$ cat src/rtl/nn_seq_pkg.sv
// ============================================================================
// Module      : nn_seq_pkg
// Description : Shared types and constants for the network inference
//               sequencer. Holds the sequencer state encoding, the default
//               counter/watchdog sizes, and a log2 helper that never yields 0.
// Revision    : 1.0  initial release
// ============================================================================
`default_nettype none

package nn_seq_pkg;

    // Sequencer states. Each handshake phase has a request state (req high,
    // waiting for ack rise) and a release state (req low, waiting for ack fall).
    typedef enum logic [2:0] {
        S_IDLE      = 3'd0,
        S_FILL      = 3'd1,
        S_FILL_REL  = 3'd2,
        S_LAYER     = 3'd3,
        S_LAYER_REL = 3'd4,
        S_DRAIN     = 3'd5,
        S_DRAIN_REL = 3'd6,
        S_DONE      = 3'd7
    } nn_seq_state_t;

    localparam int C_DEF_CNT_W   = 16;
    localparam int C_DEF_TIMEOUT = 1024;

    // Width of an index over n items, at least one bit so a single-layer
    // network still gets a legal cur_layer port.
    function automatic int clog2_min1(input int n);
        int w;
        w = $clog2(n);
        return (w < 1) ? 1 : w;
    endfunction

endpackage

`default_nettype wire

$ cat src/rtl/nn_seq_hs_phase.sv
// ============================================================================
// Module      : nn_seq_hs_phase
// Description : Generic four-phase req/ack stage. Shared by the fill, layer
//               and drain phases; the caller muxes the active channel's ack
//               in and routes req back out to that channel.
// Ports       : i_go    - caller is in the request half of the phase
//               i_rel   - caller is in the release half of the phase
//               i_ack   - ack of the channel currently selected
//               o_req   - request to the selected channel
//               o_acked - ack seen high while requesting (advance to release)
//               o_fin   - ack seen low while releasing (phase complete)
// Revision    : 1.0  initial release
// ============================================================================
`default_nettype none

module nn_seq_hs_phase (
    input  logic i_go,
    input  logic i_rel,
    input  logic i_ack,
    output logic o_req,
    output logic o_acked,
    output logic o_fin
);

    // req is a pure decode of the caller's registered state, so it can only
    // rise again after the release half has observed the ack low.
    assign o_req   = i_go;
    assign o_acked = i_go & i_ack;
    assign o_fin   = i_rel & ~i_ack;

endmodule

`default_nettype wire

$ cat src/rtl/nn_network_sequencer.sv
// ============================================================================
// Module      : nn_network_sequencer
// Description : Scheduler for one inference pass: input fill, each layer in
//               order, then output drain, every phase as a four-phase
//               req/ack handshake. Counts completed inferences and latches
//               protocol errors.
// Ports       : clk        - system clock, rising edge
//               rst        - asynchronous active-low reset
//               start      - request an inference (sampled only in IDLE)
//               busy       - high in every state except IDLE
//               done       - one-cycle pulse on inference completion
//               fill_req / fill_ack   - input channel handshake
//               layer_req / layer_ack - one-hot per-layer handshake
//               drain_req / drain_ack - output channel handshake
//               cur_layer  - active or last-run layer index
//               inf_count  - completed inferences (wrapping)
//               err        - sticky protocol error, cleared on accepted start
//               timeout    - sticky watchdog flag
// Options     : SEQ_TIMEOUT_EN - enables the wait-state watchdog; when not
//               defined, timeout is tied low and waits are unbounded.
// Revision    : 1.0  initial release
// ============================================================================
`default_nettype none

module nn_network_sequencer
    import nn_seq_pkg::*;
#(
    parameter int N_LAYERS = 2,
    parameter int CNT_W    = C_DEF_CNT_W,
    parameter int TIMEOUT  = C_DEF_TIMEOUT,
    localparam int LW      = clog2_min1(N_LAYERS)
) (
    input  logic                clk,
    input  logic                rst,
    input  logic                start,
    output logic                busy,
    output logic                done,
    output logic                fill_req,
    input  logic                fill_ack,
    output logic [N_LAYERS-1:0] layer_req,
    input  logic [N_LAYERS-1:0] layer_ack,
    output logic                drain_req,
    input  logic                drain_ack,
    output logic [LW-1:0]       cur_layer,
    output logic [CNT_W-1:0]    inf_count,
    output logic                err,
    output logic                timeout
);

    nn_seq_state_t       r_state;
    nn_seq_state_t       w_next;
    logic [LW-1:0]       r_cur_layer;
    logic [CNT_W-1:0]    r_inf_count;
    logic                r_err;

    logic [N_LAYERS-1:0] w_cur_onehot;
    logic                w_in_fill;
    logic                w_in_layer;
    logic                w_in_drain;
    logic                w_go;
    logic                w_rel;
    logic                w_ack_mux;
    logic                w_req;
    logic                w_acked;
    logic                w_fin;
    logic                w_last_layer;
    logic                w_accept;
    logic                w_err_set;
    logic                w_tmo_fire;

    assign w_cur_onehot = N_LAYERS'(1) << r_cur_layer;
    assign w_last_layer = (r_cur_layer == LW'(N_LAYERS - 1));
    assign w_accept     = (r_state == S_IDLE) && start;

    assign w_in_fill  = (r_state == S_FILL)  || (r_state == S_FILL_REL);
    assign w_in_layer = (r_state == S_LAYER) || (r_state == S_LAYER_REL);
    assign w_in_drain = (r_state == S_DRAIN) || (r_state == S_DRAIN_REL);
    assign w_go       = (r_state == S_FILL)  || (r_state == S_LAYER) ||
                        (r_state == S_DRAIN);
    assign w_rel      = (r_state == S_FILL_REL)  || (r_state == S_LAYER_REL) ||
                        (r_state == S_DRAIN_REL);

    // Select the ack of whichever channel owns the current phase.
    always_comb begin
        w_ack_mux = 1'b0;
        if (w_in_fill) begin
            w_ack_mux = fill_ack;
        end else if (w_in_layer) begin
            w_ack_mux = layer_ack[r_cur_layer];
        end else if (w_in_drain) begin
            w_ack_mux = drain_ack;
        end
    end

    nn_seq_hs_phase u_hs_phase (
        .i_go    (w_go),
        .i_rel   (w_rel),
        .i_ack   (w_ack_mux),
        .o_req   (w_req),
        .o_acked (w_acked),
        .o_fin   (w_fin)
    );

    // Acks from channels that do not own the current phase are protocol
    // errors. The sequence keeps running; the flag just records it.
    assign w_err_set = ((r_state != S_IDLE) && |(layer_ack & ~w_cur_onehot)) ||
                       (fill_ack  && !w_in_fill) ||
                       (drain_ack && !w_in_drain);

`ifdef SEQ_TIMEOUT_EN
    localparam int TW = $clog2(TIMEOUT) + 1;

    logic [TW-1:0] r_wait_cnt;
    logic          r_timeout;

    // Fires on the TIMEOUT-th cycle spent in one wait state; a handshake
    // completing in that same cycle takes priority.
    assign w_tmo_fire = (w_go || w_rel) && !(w_acked || w_fin) &&
                        (r_wait_cnt == TW'(TIMEOUT - 1));

    always_ff @(posedge clk or negedge rst) begin
        if (!rst) begin
            r_wait_cnt <= '0;
            r_timeout  <= 1'b0;
        end else begin
            if (w_next != r_state) begin
                r_wait_cnt <= '0;
            end else if (r_wait_cnt != {TW{1'b1}}) begin
                r_wait_cnt <= r_wait_cnt + 1'b1;
            end
            if (w_tmo_fire) begin
                r_timeout <= 1'b1;
            end else if (w_accept) begin
                r_timeout <= 1'b0;
            end
        end
    end

    assign timeout = r_timeout;
`else
    logic w_unused_timeout;

    assign w_tmo_fire       = 1'b0;
    assign w_unused_timeout = (TIMEOUT != 0);
    assign timeout          = 1'b0;
`endif

    // Next-state decode.
    always_comb begin
        w_next = r_state;
        case (r_state)
            S_IDLE:      if (start)   w_next = S_FILL;
            S_FILL:      if (w_acked) w_next = S_FILL_REL;
            S_FILL_REL:  if (w_fin)   w_next = S_LAYER;
            S_LAYER:     if (w_acked) w_next = S_LAYER_REL;
            S_LAYER_REL: if (w_fin)   w_next = w_last_layer ? S_DRAIN : S_LAYER;
            S_DRAIN:     if (w_acked) w_next = S_DRAIN_REL;
            S_DRAIN_REL: if (w_fin)   w_next = S_DONE;
            S_DONE:                   w_next = S_IDLE;
            default:                  w_next = S_IDLE;
        endcase
        if (w_tmo_fire) begin
            w_next = S_IDLE;
        end
    end

    always_ff @(posedge clk or negedge rst) begin
        if (!rst) begin
            r_state     <= S_IDLE;
            r_cur_layer <= '0;
            r_inf_count <= '0;
            r_err       <= 1'b0;
        end else begin
            r_state <= w_next;
            r_err   <= w_err_set | (r_err & ~w_accept);
            if (w_accept) begin
                r_cur_layer <= '0;
            end else if ((r_state == S_LAYER_REL) && w_fin && !w_last_layer) begin
                r_cur_layer <= r_cur_layer + 1'b1;
            end
            // Count on entry to DONE so the count is current while done is high.
            if (w_next == S_DONE) begin
                r_inf_count <= r_inf_count + 1'b1;
            end
        end
    end

    assign busy      = (r_state != S_IDLE);
    assign done      = (r_state == S_DONE);
    assign fill_req  = w_req & w_in_fill;
    assign drain_req = w_req & w_in_drain;
    assign layer_req = (w_req & w_in_layer) ? w_cur_onehot : '0;
    assign cur_layer = r_cur_layer;
    assign inf_count = r_inf_count;
    assign err       = r_err;

endmodule

`default_nettype wire

$ cat config.mk
export PLATFORM = sky130hd
export DESIGN_NAME = nn_network_sequencer
export DESIGN_NICKNAME = d
export VERILOG_FILES = /design/src/rtl/nn_seq_pkg.sv /design/src/rtl/nn_seq_hs_phase.sv /design/src/rtl/nn_network_sequencer.sv
export SDC_FILE = /design/constraint.sdc
export NUM_CORES = 1
export LEC_CHECK = 0
export ABC_AREA = 1
export BUFFER_PORTS_ARGS = -buffer_cell sky130_fd_sc_hd__buf_2
export CORE_MARGIN = 2
export CORE_UTILIZATION = 45
export DETAILED_ROUTE_END_ITERATION = 7
export PLACE_DENSITY = 0.68
export SYNTH_ARGS = -nofsm -noshare
export SYNTH_HDL_FRONTEND = slang
export SYNTH_SLANG_ARGS = --single-unit
$ cat constraint.sdc
create_clock -name clk -period 1.7 [get_ports clk]
set_input_delay 0.17 -clock clk [delete_from_list [all_inputs] [get_ports clk]]
set_output_delay 0.17 -clock clk [all_outputs]
set_load 0.03 [all_outputs]
## Word-level counts from Yosys, hierarchy flattened

Cells that the tools add are included.

| operators by class | value |
|---|---|
| $mul | 0 |
| reduce and logical (&&, ||, !) cells | 22 |
| eq/ne operators | 8 |
| bitwise logic cells | 11 |
| mux-type cells | 17 |
| add/sub/neg operators | 2 |
| divide/modulo/power cells | 0 |
| shift operators | 1 |
| magnitude comparators | 1 |

Operators by type and width:

| operator | number |
|---|---|
| $mux W3 | 8 |
| $pmux W3 S8 | 1 |
| $add A16 B1 Y16 const B | 1 |
| $eq A3 B3 Y1 const B | 5 |
| $logic_or A1 B1 Y1 | 9 |
| $mux W1 | 7 |
| $and A1 B1 Y1 | 6 |
| $eq A3 B2 Y1 const B | 2 |
| $logic_and A1 B1 Y1 | 6 |
| $eq A3 B1 Y1 const B | 1 |
| $logic_not A1 Y1 | 3 |
| $logic_not A3 Y1 | 1 |
| $reduce_bool A3 Y1 | 1 |
| $and A2 B2 Y2 | 1 |
| $lt A1 B2 Y1 const B | 1 |
| $mux W2 | 1 |
| $not A1 Y1 | 2 |
| $not A2 Y2 | 1 |
| $reduce_bool A2 Y1 | 1 |
| $reduce_or A2 Y1 | 1 |
| $shl A1 B1 Y2 const A | 1 |
| $add A1 B1 Y1 const B | 1 |
| $or A1 B1 Y1 | 1 |

| word-level totals | value |
|---|---|
| flip-flop bits (word level) | 21 |
| memory bits (read-only) | 0 |
| latch bits | 0 |
| memories kept | 0 |
| bits in writable memories | 0 |
| output and inout port bits | 25 |
| word-level logic and storage cells | 66 |

## Logic depth before layout (Yosys ltp)

| depth | value |
|---|---|
| depth after elaboration | 11 |
| gate-level depth with buffers | 10 |

## Hierarchy

A second synthesis with hierarchy kept.

| second synthesis, totals | value |
|---|---|
| cells, all modules | 177 |
| area, all modules | 1,288.7 um^2 |

By module, submodules not included:

| module | area each (um^2) | instances | cells each | sequential area each (um^2) |
|---|---|---|---|---|
| nn_network_sequencer | 1,266.2 | 1 | 172 | 525.5 |
| nn_seq_hs_phase | 22.5 | 1 | 5 | 0.0 |

## Least setup slack after synthesis

OpenSTA, ideal clock, no wires.

| timing | value |
|---|---|
| path kind | register to register |
| start | register r_state[1] |
| end | register r_state[0] |
| stages on the path, launching flop included | 4 |
| period minus slack after synthesis | 1,639 ps |
| data arrival time | 1,476 ps |
| path buffers | 0 |
| setup slack | 61 ps |
| library setup time | 163 ps |
| path through | dfrtp_1 -> inv_1 -> nor3_1 -> o31ai_1 |

| between the ends | value |
|---|---|
| elaborated cells on any way between the ends | 28 |
| classes of those cells | eq/ne: 7; mux: 10; bitwise: 3; reduce/logical: 8 |

RTL lines:

| item | RTL line | RTL |
|---|---|---|
| start, declared | nn_network_sequencer.sv:50 | `nn_seq_state_t r_state;` |
| start signal, assigned | nn_network_sequencer.sv:174 | `r_state <= w_next;` |
| $eq A3 B3 Y1 | -- |  |
| named net done | nn_network_sequencer.sv:37 | `output logic done,` |
| $pmux W3 S8 | nn_network_sequencer.sv:151 | `case (r_state)` |
| named net w_next[0] | nn_network_sequencer.sv:51 | `nn_seq_state_t w_next;` |

The timed path passes the listed nets, and every way through them passes these cells.
A chain may end at the register's enable or synchronous reset.

## Worst setup path in the final report

| timing | value |
|---|---|
| start | register r_state[0] |
| end | output done |

| between the ends | value |
|---|---|
| word-level cells in the longest chain between the ends | 1 |

RTL lines:

| item | RTL line | RTL |
|---|---|---|
| $eq A3 B3 Y1 | nn_network_sequencer.sv:189 | `assign done = (r_state == S_DONE);` |
| end, declared | nn_network_sequencer.sv:37 |  |

No other way between the ends.

==> metrics.log <==
INFO  metric run_status = finished clean
INFO  metric synth-seq-cells = 21
INFO  metric netlist-cell-type-count = 24
INFO  metric timing.critical_path.required = 1530 ps
INFO  metric synth_async_sr_flop_share = 100%
INFO  metric clk_root_buffer_cell = clkbuf_4
INFO  metric antenna_cells = 0
INFO  metric postRouteAntennaNets = 0
INFO  metric area_enclosed_by_the_die_boundary = 3530 um2
INFO  metric floorplan.initialDensity = 46.3%
INFO  metric kind_of_start_point_of_the_critical_path = register
INFO  metric power.density = 1280 nW/um2
INFO  metric level_count_of_the_clock_h_tree = 1
INFO  metric r2r_end = inf_count[7]
INFO  metric layout_min_cycle_time = 1640 ps
INFO  metric drv.max_cap_violation_count = 0
INFO  metric worstHoldStart = start
INFO  metric grt_remaining_overflow = 0
INFO  metric worstHoldPathCells = 3
INFO  metric syn_nets = 206
INFO  metric die_h = 59.4 um
INFO  metric syn-cell-area = 1380 um2
INFO  metric worst_setup_path_end_kind = output pin
INFO  metric cts_bufs_inserted = 3
INFO  metric finalNetCount = 245
INFO  metric crit_arrival = 1470 ps
INFO  metric fp.coreArea = 2980 um2
INFO  metric synth.yosys.seq_area_share = 38.1%
INFO  metric io_buffer_count = 30
INFO  metric worst_slack = 57.3 ps
INFO  metric clock_tree.buffer_depth = 2
INFO  metric setup.reg_to_reg.worst_slack = 180 ps
INFO  metric r2r_cells = 8
INFO  metric totalWireLength = 2920 um
INFO  metric min-delay-path-class = input pin to register
INFO  metric initial_antenna_violation_count = 0
INFO  metric synthToLayoutAreaGrowth = 18.9%
INFO  metric drtIter0Drc = 37
INFO  metric finalSetupViolCount = 0
INFO  metric finalClockSkew = 1.97 ps
INFO  metric commonest_register_cell_after_synthesis = dfrtp_1
INFO  metric timing.final.hold_violations = 0
INFO  metric grt_max_degree = 22
INFO  metric grt_setup_unrepaired = true
INFO  metric numClockSinks = 21
INFO  metric r2r_start = r_state[0]
INFO  metric detail_route.vias_per_cell = 4.94
INFO  metric cts_tree = done
INFO  metric min_delay_worst_endpoint = r_state[0]
INFO  metric ratio_of_cells_with_drive_above_1_in_the_final_layout = 22.0%
INFO  metric pre_cts_slack = 94.5 ps
INFO  metric detail_route.first_pass.iterations = 5
INFO  metric timing.hold.ws = 110 ps
INFO  metric maxSlewViolCount = 0
INFO  metric netlist_instances = 198
INFO  metric cp_class = register to output pin
INFO  metric yosys_warnings = 0
INFO  metric die_span_x = 59.4 um
INFO  metric routabilityCongestion = 0.865
INFO  metric max_ir_drop_vdd = 820 uV
INFO  metric drcViolationCount = 0
INFO  metric clkSlewWorstSetupHoldPaths = 110 ps
INFO  metric wire_per_inst = 10.8 um
INFO  metric design.portCount = 32
INFO  metric clock.fmax = 609 MHz
INFO  metric power_leakage = 0.000910 uW
INFO  metric grt_pass1_wl = 4950 um
INFO  metric clk_latency = 310 ps
INFO  metric via_count_of_the_first_global_routing_pass = 1,139
INFO  metric detailed_place_hpwl = 2280 um
INFO  metric grt_util_all_layers = 18.3%
INFO  metric post-route-period-util = 96.6%
INFO  metric synth_edf_count = 0
INFO  metric route.vias.total = 1,328
INFO  metric critical_path.max_fanout = 5
INFO  metric synth.avg_cell_area = 6.97 um2
INFO  metric fp-row-count = 20
## layout make-up
| class | instances | area [um2] |
|---|---|---|
| timing repair buffer | 37 | 220 |
| tap | 33 | 41.3 |
| sequential | 21 | 529 |
| clock buffer | 4 | 26.3 |
| fill | 300 | 1340 |
| inverter | 22 | 82.6 |
| multi-input combinational | 152 | 742 |
## worst max-delay path: stages (launching register included)
cell,delay [ps]
dfrtp_2,430
inv_2,80
buf_4,150
nor3_1,280
buf_4,220
## kinds of logic (layout without fill, tap and decap cells)
logic type                 after synthesis  after routing  share of synthesized area, %
adders and majority gates                1              1                         0.906
other                                    1              1                         0.272
xor gates and xnor gates                10             10                          6.35
AOI/OAI and AO/OA                       13             13                          5.98
DFF                                     21             21                          38.1
and+or+nand+nor                        127            127                          40.3
buffers and inverters                   25             63                          8.16
## layout by cell type (no fill, tap or decap), types with 6 or more instances in the layout
cell type | netlist | layout
nand2_1 | 85 | 85
buf_2 | 0 | 29
inv_1 | 20 | 20
dfrtp_1 | 21 | 18
nor2_1 | 15 | 15
nand3_1 | 10 | 10
o21ai_0 | 7 | 7
xor2_1 | 7 | 7
buf_4 | 1 | 6
## per-stage QoR
stage	std cells	instance area, um2	TNS, ps	power (uW)	util [%]
2_1_floorplan	198	1380	0	1540	-
3_3_place_gp	264	1600	0	1840	53.7
3_5_place_dp	264	1600	0	1850	53.7
4_1_cts	269	1640	0	2110	55.0
5_1_grt	269	1640	-158	2270	55.1
6_report	269	1640	0	2100	55.1
## synthesized netlist by cell type, types with 2 or more instances
| library cell | number | area share (%) |
|---|---|---|
| nand4_1 | 4 | 1.8 |
| xor2_1 | 7 | 4.4 |
| nor3_1 | 4 | 1.5 |
| o21ai_0 | 7 | 2.5 |
| dfrtp_1 | 21 | 38 |
| buf_6 | 2 | 1.6 |
| nand2_1 | 85 | 23 |
| a21oi_1 | 3 | 1.1 |
| nand3_2 | 3 | 2.2 |
| inv_1 | 20 | 5.4 |
| xnor2_1 | 3 | 1.9 |
| nor2_1 | 15 | 4.1 |
| nand3_1 | 10 | 3.6 |
| nand2_2 | 3 | 1.4 |
| inv_2 | 2 | 0.54 |
## per-layer routing
layer	global-route usage (%)	vias up	part of all wire, %
li1	-	697	-
met1	22.5	594	46
met2	32.0	30	48
met3	2.18	7	3.3
met4	7.47	0	2.5
met5	0	-	0
## worst max-delay path by stage
stage	start	to
2_1_floorplan	r_state[1]	r_state[0]
3_3_place_gp	r_state[2]	inf_count[12]
3_5_place_dp	r_state[2]	inf_count[12]
4_1_cts	r_state[0]	done
5_1_grt	r_state[1]	inf_count[9]
6_report	r_state[0]	done
## timing repair
item,in CTS,in global routing
hold endpoints to repair,21,0
endpoints found under the setup margin,1,17
pin swaps,0,0
gates resized for setup,1,3
setup buffers,0,0
hold buffers,1,0
## report_power, final
group	internal, uW	total, uW	leakage [uW]	switching (uW)
sequential	595	736	0.000273	141
combinational	362	1120	0.000622	754
clock	91.8	248	0.0000150	156
## state kept, by name (all words and copies together), names as in the netlist
| name | count |
|---|---|
| inf_count | 16 |
| r_state | 3 |
| cur_layer | 1 |
| err | 1 |
Power figures use the tool's default switching activity.
